File: config.mk
export PLATFORM = sky130hd
export DESIGN_NAME = spi_slave_if
export DESIGN_NICKNAME = d
export VERILOG_FILES = /design/src/rtl/spi_slave_if.sv
export SDC_FILE = /design/constraint.sdc
export NUM_CORES = 1
export LEC_CHECK = 0
export ABC_AREA = 1
export BUFFER_PORTS_ARGS = -buffer_cell sky130_fd_sc_hd__buf_2
export CORE_MARGIN = 3
export CORE_UTILIZATION = 30
export DETAILED_ROUTE_END_ITERATION = 16
export PLACE_DENSITY = 0.54
export SLEW_MARGIN = 40
export SYNTH_ARGS = -nofsm -noshare
export SYNTH_HDL_FRONTEND = slang
export SYNTH_SLANG_ARGS = --single-unit
File: constraint.sdc
create_clock -name clk -period 2.2 [get_ports clk]
set_input_delay 0.11 -clock clk [delete_from_list [all_inputs] [get_ports clk]]
set_output_delay 0.11 -clock clk [all_outputs]
set_load 0.005 [all_outputs]
File: src/rtl/spi_slave_if.sv
// SPI slave front end for the RAM command block: 10-bit frames in on MOSI, one read byte out on MISO.
// Optional macro SPI_TX_TIMEOUT_EN abandons a read when tx_valid does not arrive within TIMEOUT_CYC cycles.
module spi_slave_if #(
    parameter int ADDR_SIZE   = 8,
    parameter int TIMEOUT_CYC = 64
) (
    input  logic                 clk,
    input  logic                 rst,
    input  logic                 ss_n,
    input  logic                 mosi,
    output logic                 miso,
    output logic [ADDR_SIZE+1:0] rx_data,
    output logic                 rx_valid,
    input  logic [ADDR_SIZE-1:0] tx_data,
    input  logic                 tx_valid
);

    localparam int FRAME_W = ADDR_SIZE + 2;
    localparam int CNT_W   = $clog2(FRAME_W + 1);
    localparam int TXC_W   = $clog2(ADDR_SIZE + 1);

    localparam logic [CNT_W-1:0] FRAME_LEN = CNT_W'(FRAME_W);
    localparam logic [CNT_W-1:0] LAST_BIT  = CNT_W'(FRAME_W - 1);
    localparam logic [TXC_W-1:0] TX_LAST   = TXC_W'(ADDR_SIZE - 1);

    localparam logic [2:0] IDLE      = 3'd0;
    localparam logic [2:0] CHK_CMD   = 3'd1;
    localparam logic [2:0] WRITE     = 3'd2;
    localparam logic [2:0] READ_ADD  = 3'd3;
    localparam logic [2:0] READ_DATA = 3'd4;

    logic [2:0]           state_q, state_d;
    logic [CNT_W-1:0]     bit_cnt_q, bit_cnt_d;
    logic [FRAME_W-2:0]   rx_shift_q, rx_shift_d;
    logic [FRAME_W-1:0]   rx_data_q, rx_data_d;
    logic                 rx_valid_q, rx_valid_d;
    logic                 rd_addr_seen_q, rd_addr_seen_d;
    logic [ADDR_SIZE-1:0] tx_shift_q, tx_shift_d;
    logic [TXC_W-1:0]     tx_cnt_q, tx_cnt_d;
    logic                 tx_busy_q, tx_busy_d;
    logic                 tx_done_q, tx_done_d;
    logic                 miso_q, miso_d;
    logic                 frame_done;

`ifdef SPI_TX_TIMEOUT_EN
    localparam int TO_W = $clog2(TIMEOUT_CYC + 1);
    localparam logic [TO_W-1:0] TO_LAST = TO_W'(TIMEOUT_CYC - 1);
    logic [TO_W-1:0] to_cnt_q, to_cnt_d;
`endif

    assign frame_done = (bit_cnt_q == FRAME_LEN);

    always_comb begin
        state_d        = state_q;
        bit_cnt_d      = bit_cnt_q;
        rx_shift_d     = rx_shift_q;
        rx_data_d      = rx_data_q;
        rx_valid_d     = 1'b0;
        rd_addr_seen_d = rd_addr_seen_q;
        tx_shift_d     = tx_shift_q;
        tx_cnt_d       = tx_cnt_q;
        tx_busy_d      = tx_busy_q;
        tx_done_d      = tx_done_q;
        miso_d         = 1'b0;
`ifdef SPI_TX_TIMEOUT_EN
        to_cnt_d       = to_cnt_q;
`endif
        // Deselect wins over everything, including a final-bit sample; rd_addr_seen survives for retry.
        if (ss_n) begin
            state_d   = IDLE;
            bit_cnt_d = '0;
            tx_cnt_d  = '0;
            tx_busy_d = 1'b0;
            tx_done_d = 1'b0;
        end else begin
            case (state_q)
                IDLE: begin
                    state_d   = CHK_CMD;
                    bit_cnt_d = '0;
                end
                CHK_CMD: begin
                    rx_shift_d = {{(FRAME_W-2){1'b0}}, mosi};
                    bit_cnt_d  = CNT_W'(1);
                    tx_cnt_d   = '0;
                    tx_busy_d  = 1'b0;
                    tx_done_d  = 1'b0;
`ifdef SPI_TX_TIMEOUT_EN
                    to_cnt_d   = '0;
`endif
                    if (!mosi) begin
                        state_d = WRITE;
                    end else if (rd_addr_seen_q) begin
                        state_d = READ_DATA;
                    end else begin
                        state_d = READ_ADD;
                    end
                end
                WRITE, READ_ADD, READ_DATA: begin
                    if (!frame_done) begin
                        rx_shift_d = {rx_shift_q[FRAME_W-3:0], mosi};
                        bit_cnt_d  = bit_cnt_q + CNT_W'(1);
                        if (bit_cnt_q == LAST_BIT) begin
                            rx_data_d  = {rx_shift_q, mosi};
                            rx_valid_d = 1'b1;
                            if (state_q == READ_ADD) begin
                                rd_addr_seen_d = 1'b1;
                            end
                        end
                    end else if (state_q == READ_DATA && !tx_done_q) begin
                        // Transmit phase: wait for tx_valid, then present MSB..LSB one per cycle.
                        if (tx_busy_q) begin
                            if (tx_cnt_q != '0) begin
                                miso_d     = tx_shift_q[ADDR_SIZE-1];
                                tx_shift_d = {tx_shift_q[ADDR_SIZE-2:0], 1'b0};
                                tx_cnt_d   = tx_cnt_q - TXC_W'(1);
                            end else begin
                                tx_busy_d      = 1'b0;
                                tx_done_d      = 1'b1;
                                rd_addr_seen_d = 1'b0;
                            end
                        end else if (tx_valid) begin
                            miso_d     = tx_data[ADDR_SIZE-1];
                            tx_shift_d = {tx_data[ADDR_SIZE-2:0], 1'b0};
                            tx_cnt_d   = TX_LAST;
                            tx_busy_d  = 1'b1;
`ifdef SPI_TX_TIMEOUT_EN
                        end else if (to_cnt_q == TO_LAST) begin
                            tx_done_d      = 1'b1;
                            rd_addr_seen_d = 1'b0;
                        end else begin
                            to_cnt_d = to_cnt_q + TO_W'(1);
`endif
                        end
                    end
                end
                default: begin
                    state_d   = IDLE;
                    bit_cnt_d = '0;
                end
            endcase
        end
    end

    always_ff @(posedge clk) begin
        if (rst) begin
            state_q        <= IDLE;
            bit_cnt_q      <= '0;
            rx_shift_q     <= '0;
            rx_data_q      <= '0;
            rx_valid_q     <= 1'b0;
            rd_addr_seen_q <= 1'b0;
            tx_shift_q     <= '0;
            tx_cnt_q       <= '0;
            tx_busy_q      <= 1'b0;
            tx_done_q      <= 1'b0;
            miso_q         <= 1'b0;
`ifdef SPI_TX_TIMEOUT_EN
            to_cnt_q       <= '0;
`endif
        end else begin
            state_q        <= state_d;
            bit_cnt_q      <= bit_cnt_d;
            rx_shift_q     <= rx_shift_d;
            rx_data_q      <= rx_data_d;
            rx_valid_q     <= rx_valid_d;
            rd_addr_seen_q <= rd_addr_seen_d;
            tx_shift_q     <= tx_shift_d;
            tx_cnt_q       <= tx_cnt_d;
            tx_busy_q      <= tx_busy_d;
            tx_done_q      <= tx_done_d;
            miso_q         <= miso_d;
`ifdef SPI_TX_TIMEOUT_EN
            to_cnt_q       <= to_cnt_d;
`endif
        end
    end

    assign miso     = miso_q;
    assign rx_data  = rx_data_q;
    assign rx_valid = rx_valid_q;

endmodule

==> summary.md, run 1 <==
| Metric | Value |
|---|---|
| Crit path top cell by count | nand2_1 |
| Combinational Power Share | 5.7% |
| CP Class | flop to flop |
| Yosys top cell area share | 42.1% |
| Global router's overall resource usage | 12.7% |
| DR pass1 iterations | 6 |
| Worst hold path depth | 3 |
| Reg-to-Reg End | tx_cnt_q[3] |
| PortBufs | 24 |
| Vias | 1,808 |
| Worst hold path class | primary input to flop |
| Most common cell in the netlist | nand2_1 |
| # nets final | 313 |
| Vias in the first global route | 1,707 |
| P_leak | 0.914 nW |
| Post-synthesis async set-or-reset flop share | 0% |
| Relative slew slack | 71.8% |
| Number of routed nets with antenna violations | 0 |
| CTS root buf | clkbuf_8 |
| Switch share | 22.8% |
| Post-DP Area | 2180 um^2 |
| CP required | 2390 ps |
| Post-CTS Resized | 0 |
| Seq/Total Area, Yosys | 42.1% |
| Critical Path, Cell by Cell | ha_1, nand3_2, nor2_8, nand2_1, nand2_1, o21ai_0, nand2_1, nor2_1 |
| Crit path DAT | 1810 ps |
| Critical Path Slowest Stage Cell | dfxtp_1 |
| Rows | 29 |
| Post-Syn Instances | 272 |
| Core Area | 6390 um^2 |
| Top cells by area, synth | dfxtp_1 (42%), nand2_1 (8.7%), a21oi_1 (7.3%) |
| Crit Path Max Fanout | 8 |
| RSZ-0062 raised after global routing | no |
| Power Internal | 0.00113 W |
| Die footprint | 7670 um^2 |
| Detail-routed via count per cell | 4.83 |
| Area of the multi-input gates | 966 um^2 |
| Number of synthesized flops with an enable pin | 0 |
| Gr ovfl total | 0 |
| MaxCap Viol Count | 0 |
| Total Wirelength | 4.40 mm |
| Initial Utilization | 31.2% |
| HPWL Detailed | 3.21 mm |
| PwrDens | 638 nW/um^2 |
| Reg2reg start | bit_cnt_q[1] |
| Max rail drop VDD | 0.000357 V |
| Hold Path Sink | state_q[2] |
| Tmin final | 1610 ps |
| Seq. cell area | 841 um^2 |
| H-tree depth | 2 |
| Wirelength per Cell | 11.8 um |
| Fillers | 709 |
| Clock Tree Buf Depth | 2 |
| DRC | 0 |
| Clk_skew | 7.93 ps |
| Overall Power | 0.00146 W |
| Status | complete, no violations |
| # diodes | 0 |
| Clock transition at path regs | 80 ps |
| CTS tree | done |
| Primary FF master, synth | dfxtp_1 |
| Die Y | 87.6 um |
| Design area | 2290 um^2 |
| Hold Path Origin | mosi |
| Share of power burned in registers | 52.6% |
| Syn-to-layout area delta | 14.8% |
| Crit-path leading delay family | simple AND/OR/NAND/NOR gates |
| Number of buffers and inverters on the critical path | 0 |
| Yosys cell types | 28 |
| Mapped Avg Cell Area | 7.34 um^2 |
| Hold-fix buffers, CTS | 0 |
| Hold WS | 136 ps |
| Reg2reg setup slack | 590 ps |
| Routability cong. | 0.795 |
| Clock latency on the worst-skew pair | 300 ps |
| Fin crit share | 73.3% |
| Total CTS buffers | 5 |
| Fraction of layout cells with a size suffix above 1 | 15.8% |
| Synthesis Warnings | 0 |
| Placed Instances | 366 |
| Yosys top cell by area | dfxtp_1 |
| Worst slew pin tran | 421 ps |
| Post-CTS setup buffer count | 0 |
| Critical path's largest stage delay | 430 ps |
| Wire length of the first global-routing pass | 7.85 mm |
| Setup crit start kind | flop |
| Final setup fails | 0 |
| Largest net degree at the start of global routing | 21 |
| Cell Area, Synth | 2000 um^2 |
| Clk sinks | 42 |
| CP Capture Type | flop |
| Final hold vios | 0 |
| Number of placed I/O pins | 25 |
| Initial DRC count | 85 |
| Fmax | 620 MHz |
| Sw power | 0.000333 W |
| R2R depth | 8 |
| Net count after synthesis | 289 |
| Seq cells post-synth | 42 |
| Initial antenna violation count | 0 |
| Clock power share | 41.7% |
| Max-slew violations | 0 |
| Final setup TNS | 0 ps |
| Die width | 87.6 um |
| Synth cell count leaders | nand2_1 (46), dfxtp_1 (42), inv_1 (30) |
| Layout Cells excl Fill | 374 |
flip-flops by register name, indices dropped and copies added, names as in the netlist:
signal / count
tx_shift_q: 7
bit_cnt_q: 4
rx_shift_q: 9
tx_done_q: 1
tx_busy_q: 1
rx_valid: 1
miso: 1
rd_addr_seen_q: 1
rx_data: 10
tx_cnt_q: 4
state_q: 3
routing by layer:
metal	GRT usage, %	wire [um]
met1	16.4	2130
met4	3.77	54
met3	3.48	144
met2	20.8	2070
met5	0	0
worst max-delay path by stage:
stage                    endpoint  depth (start not counted)    startpoint  slack, ps
floorplan           rx_shift_q[8]                          7  bit_cnt_q[0]        770
global placement      tx_cnt_q[3]                          8  bit_cnt_q[1]        640
detailed placement    tx_cnt_q[3]                          8  bit_cnt_q[1]        610
CTS                   tx_cnt_q[3]                          8  bit_cnt_q[1]        600
global route        rx_shift_q[4]                          7  bit_cnt_q[0]        460
finish                tx_cnt_q[3]                          8  bit_cnt_q[1]        590
power by group through the flow:
stage / Combinational [W] / Sequential (W) / Clock, W
final: 0.0000840 / 0.000769 / 0.000609
after global routing: 0.0000957 / 0.000770 / 0.000656
after CTS: 0.0000844 / 0.000769 / 0.000626
after detailed placement: 0.0000841 / 0.000787 / 0
after global placement: 0.0000845 / 0.000787 / 0
after floorplan: 0.0000573 / 0.000786 / 0
tightest hold or removal path, stage by stage:
cell	delay, ps
buf_2	140
nand3_1	80
a21oi_1	50
cells by family (layout without fill, tap and decap cells):
| group | count (synthesis) | after routing | share of synthesized area [%] |
|---|---|---|---|
| adder cells (fa/ha/maj) | 4 | 4 | 2.51 |
| AND/OR/NAND/NOR | 126 | 126 | 31.3 |
| flip-flops | 42 | 42 | 42.1 |
| AO/OA/AOI/OAI | 53 | 53 | 13.7 |
| buffers and inverters | 45 | 70 | 9.47 |
| XOR/XNOR | 2 | 2 | 0.878 |
final cells by class:
type,instances,share of cell area [%]
multi-input cells,185,42.2
flip-flops and latches,42,36.7
repair buffers,28,6.55
inverters,34,5.57
well taps,77,4.21
clock buffers,6,3.17
clock inverters,2,1.64
placed cells by master, fill, tap and decap left out, types with 2 or more instances in the layout:
cell      count
nand3_2       4
nand3_1      25
nor3_1        3
o21ai_1       7
o211ai_1      2
nand2_2       3
inv_2         2
buf_2        24
o21ai_0      13
a31oi_1       2
dfxtp_1      42
nand2_1      46
buf_4         4
nand4_1      20
clkinv_1      2
ha_1          4
clkbuf_8      5
a21oi_1      29
nor2_1       21
inv_1        30
per-stage QoR:
step	setup WS (ps)	utilization (%)
after detailed placement	613	34.1
after global routing	458	35.9
after CTS	601	35.9
after floorplan	770	-
final	587	35.9
after global placement	638	34.1
Power figures use the tool's default switching activity.
==> run 2, diff against run 1 <==
--- a/config.mk
+++ b/config.mk
@@ -5,7 +5,7 @@
 export SDC_FILE = /design/constraint.sdc
 export NUM_CORES = 1
 export LEC_CHECK = 0
-export ABC_AREA = 1
+export ABC_AREA = 0
 export BUFFER_PORTS_ARGS = -buffer_cell sky130_fd_sc_hd__buf_2
 export CORE_MARGIN = 3
 export CORE_UTILIZATION = 30
==> constraint.sdc (replaced) <==
create_clock -name clk -period 1.5 [get_ports clk]
set_input_delay 0.075 -clock clk [delete_from_list [all_inputs] [get_ports clk]]
set_output_delay 0.075 -clock clk [all_outputs]
set_load 0.005 [all_outputs]
==> run 2 against run 1 <==
  * The flow now finishes with violations (negative setup slack)
  * Fmax is 5.5% lower
  * Clock skew up 2.3 ps
  * Total power grew 59%
  * Core utilization up 8.3 points
  * Clock-buffer cell count fell by 1
  * Critical path type unchanged
  * Critical path depth down 1
  * Sequential share of layout area is 4.9 points lower
  * Combinational power grew 45%
  * Via count is 10% lower
==> summary.md, run 2 <==
| Metric | Value |
|---|---|
| Status | finished with violations |
| Violated checks | negative setup slack |
| Global router's overall resource usage | 11.7% |
| Setup crit start kind | flop |
| Max-slew violations | 0 |
| Clk sinks | 42 |
| H-tree depth | 2 |
| Worst hold path class | primary input to flop |
| Number of placed I/O pins | 25 |
| Vias | 1,626 |
| P_leak | 1.04 nW |
| Yosys cell types | 40 |
| DRC | 0 |
| Yosys top cell by area | dfxtp_1 |
| # diodes | 0 |
| Total Wirelength | 4.11 mm |
| HPWL Detailed | 2.96 mm |
| PwrDens | 875 nW/um^2 |
| Detail-routed via count per cell | 4.78 |
| Final setup fails | 25 |
| Final hold vios | 0 |
| Initial DRC count | 71 |
| Gr ovfl total | 0 |
| Clk_skew | 10.2 ps |
| Initial Utilization | 31.6% |
| Hold WS | 82.8 ps |
| Seq cells post-synth | 42 |
| Fraction of layout cells with a size suffix above 1 | 38.9% |
| Largest register FFs | 10 |
| Rows | 28 |
| RSZ-0062 raised after global routing | yes |
| DR pass1 iterations | 4 |
| Yosys top cell area share | 44.2% |
| Synth cell count leaders | dfxtp_1 (42), a21oi_1 (16), mux2i_1 (15), nand2b_1 (15), nor2_1 (12) |
| CTS root buf | clkbuf_8 |
| Max rail drop VDD | 0.000633 V |
| Most frequent cells in the layout | dfxtp_1 (37), buf_4 (35), buf_2 (24) |
| Fin crit share | 114% |
| Combinational Power Share | 5.2% |
| CTS tree | done |
| Commonest non-fill, non-tap cell in the layout | dfxtp_1 |
| Clock latency on the worst-skew pair | 300 ps |
| CP Capture Type | flop |
| Synthesis Warnings | 0 |
| Post-Syn Instances | 202 |
| Crit Path Max Fanout | 3 |
| Seq/Total Area, Yosys | 44.2% |
| Top cells by area, synth | dfxtp_1 (44%), mux2i_1 (7.9%), nand2b_1 (4.9%) |
| PortBufs | 24 |
| Largest net degree at the start of global routing | 29 |
| Cell Area, Synth | 1900 um^2 |
| Wire length of the first global-routing pass | 6.99 mm |
| Number of routed nets with antenna violations | 0 |
| Syn-to-layout area delta | 39.8% |
| Primary FF master, synth | dfxtp_1 |
| Die width | 85.7 um |
| Net count after synthesis | 219 |
| Clock power share | 46.5% |
| # nets final | 281 |
| Total CTS buffers | 5 |
| Most common cell in the netlist | dfxtp_1 |
| Share of power burned in registers | 48.2% |
| CP required | 1690 ps |
| Sw power | 0.000484 W |
| Worst setup margin | -208 ps |
| Core Area | 6030 um^2 |
| Clock transition at path regs | 90 ps |
| Critical Path Slowest Stage Cell | dfxtp_2 |
| Vias in the first global route | 1,513 |
| Power Internal | 0.00184 W |
| Clock Tree Buf Depth | 2 |
| Die footprint | 7340 um^2 |
| Switch share | 20.8% |
| CP Class | flop to flop |
| Wirelength per Cell | 12.1 um |
| Initial antenna violation count | 0 |
| Routability cong. | 0.782 |
| Critical path's largest stage delay | 350 ps |
| MaxCap Viol Count | 0 |
| Pre-CTS setup slack | -235 ps |
| Relative slew slack | 72.9% |
| Critical Path, Cell by Cell | inv_2, ha_4, nor4bb_2, buf_4, nand3_1, a2111oi_4, o2bb2ai_1 |
| Mapped Avg Cell Area | 9.43 um^2 |
| Number of synthesized flops with an enable pin | 0 |
| Tmin final | 1710 ps |
| Die Y | 85.7 um |
| Post-synthesis async set-or-reset flop share | 0% |
| Worst slew pin tran | 404 ps |
| Crit path DAT | 1900 ps |
| Fmax | 586 MHz |
run 2: cell count changes after synthesis, sizes merged, moves of 11 or more:
| cell | before | now |
|---|---|---|
| nand2 | 49 | 5 |
| inv | 32 | 9 |
| a21oi | 29 | 17 |
| mux2i | 0 | 15 |
| nand4 | 20 | 0 |
| nand3 | 30 | 7 |
| nor2 | 23 | 12 |
| o21ai | 20 | 9 |
| nand2b | 0 | 15 |
run 2: layout make-up:
type | count | area [um^2]
fill | 615 | 3360
multi-input combinational | 139 | 1080
sequential | 42 | 847
timing repair buffer | 67 | 473
tap | 75 | 93.8
clock buffer | 5 | 68.8
clock inverter | 3 | 68.8
inverter | 9 | 33.8
run 2: critical path, delay by kind of cell (launching register included):
family	cells	cell delay, ps
AOI/OAI and AO/OA	2	440
DFF	1	350
adders and majority gates	1	150
and+or+nand+nor	2	440
buffers and inverters	2	220
run 2: cell families (layout without fill, tap and decap cells):
logic type	Yosys count	after routing	synth area share, %
AOI/OAI and AO/OA	48	48	17.5
xor gates and xnor gates	4	4	1.84
adders and majority gates	4	4	2.63
buffers and inverters	21	84	4.73
DFF	42	42	44.2
muxes	15	15	7.88
and+or+nand+nor	68	68	21.2
run 2: metrics by stage:
step	setup TNS, ps	utilization (%)	power [W]	instance area, um^2	std cells
5_1_grt	-6240	44.2	0.00240	2660	340
2_1_floorplan	-964	-	0.00120	1950	202
4_1_cts	-3810	42.5	0.00235	2560	339
3_3_place_gp	-3820	39.7	0.00126	2390	329
6_report	-3170	44.2	0.00233	2660	340
3_5_place_dp	-3950	39.7	0.00126	2390	329
run 2: repair_timing:
action	4_1_cts	5_1_grt
gates resized for setup	3	25
setup buffers	2	1
endpoints found under the setup margin	32	34
gates cloned	0	0
pin swaps	5	10
hold buffers	0	0
run 2: power by group through the flow:
stage	Sequential, W	Combinational (W)	Clock (W)
CTS	0.00112	0.000115	0.00111
detailed placement	0.00115	0.000112	0
finish	0.00112	0.000122	0.00108
floorplan	0.00115	0.0000532	0
global placement	0.00115	0.000113	0
global route	0.00112	0.000135	0.00114
run 2: path summary, 6_finish.rpt:
check	start	slack, ps	depth (start not counted)	end
setup / recovery	bit_cnt_q[0]	-210	7	rd_addr_seen_q
hold / removal	mosi	80	3	rx_shift_q[0]
setup reg to reg	bit_cnt_q[0]	-210	7	rd_addr_seen_q
hold reg to reg	rx_data[7]	470	2	rx_data[7]
run 2: layer usage:
metal | global-route usage [%] | part of all wire (%)
met2 | 17.1 | 44
met5 | 0 | 0
met1 | 16.9 | 50
met3 | 2.69 | 4.6
met4 | 4.32 | 2.0
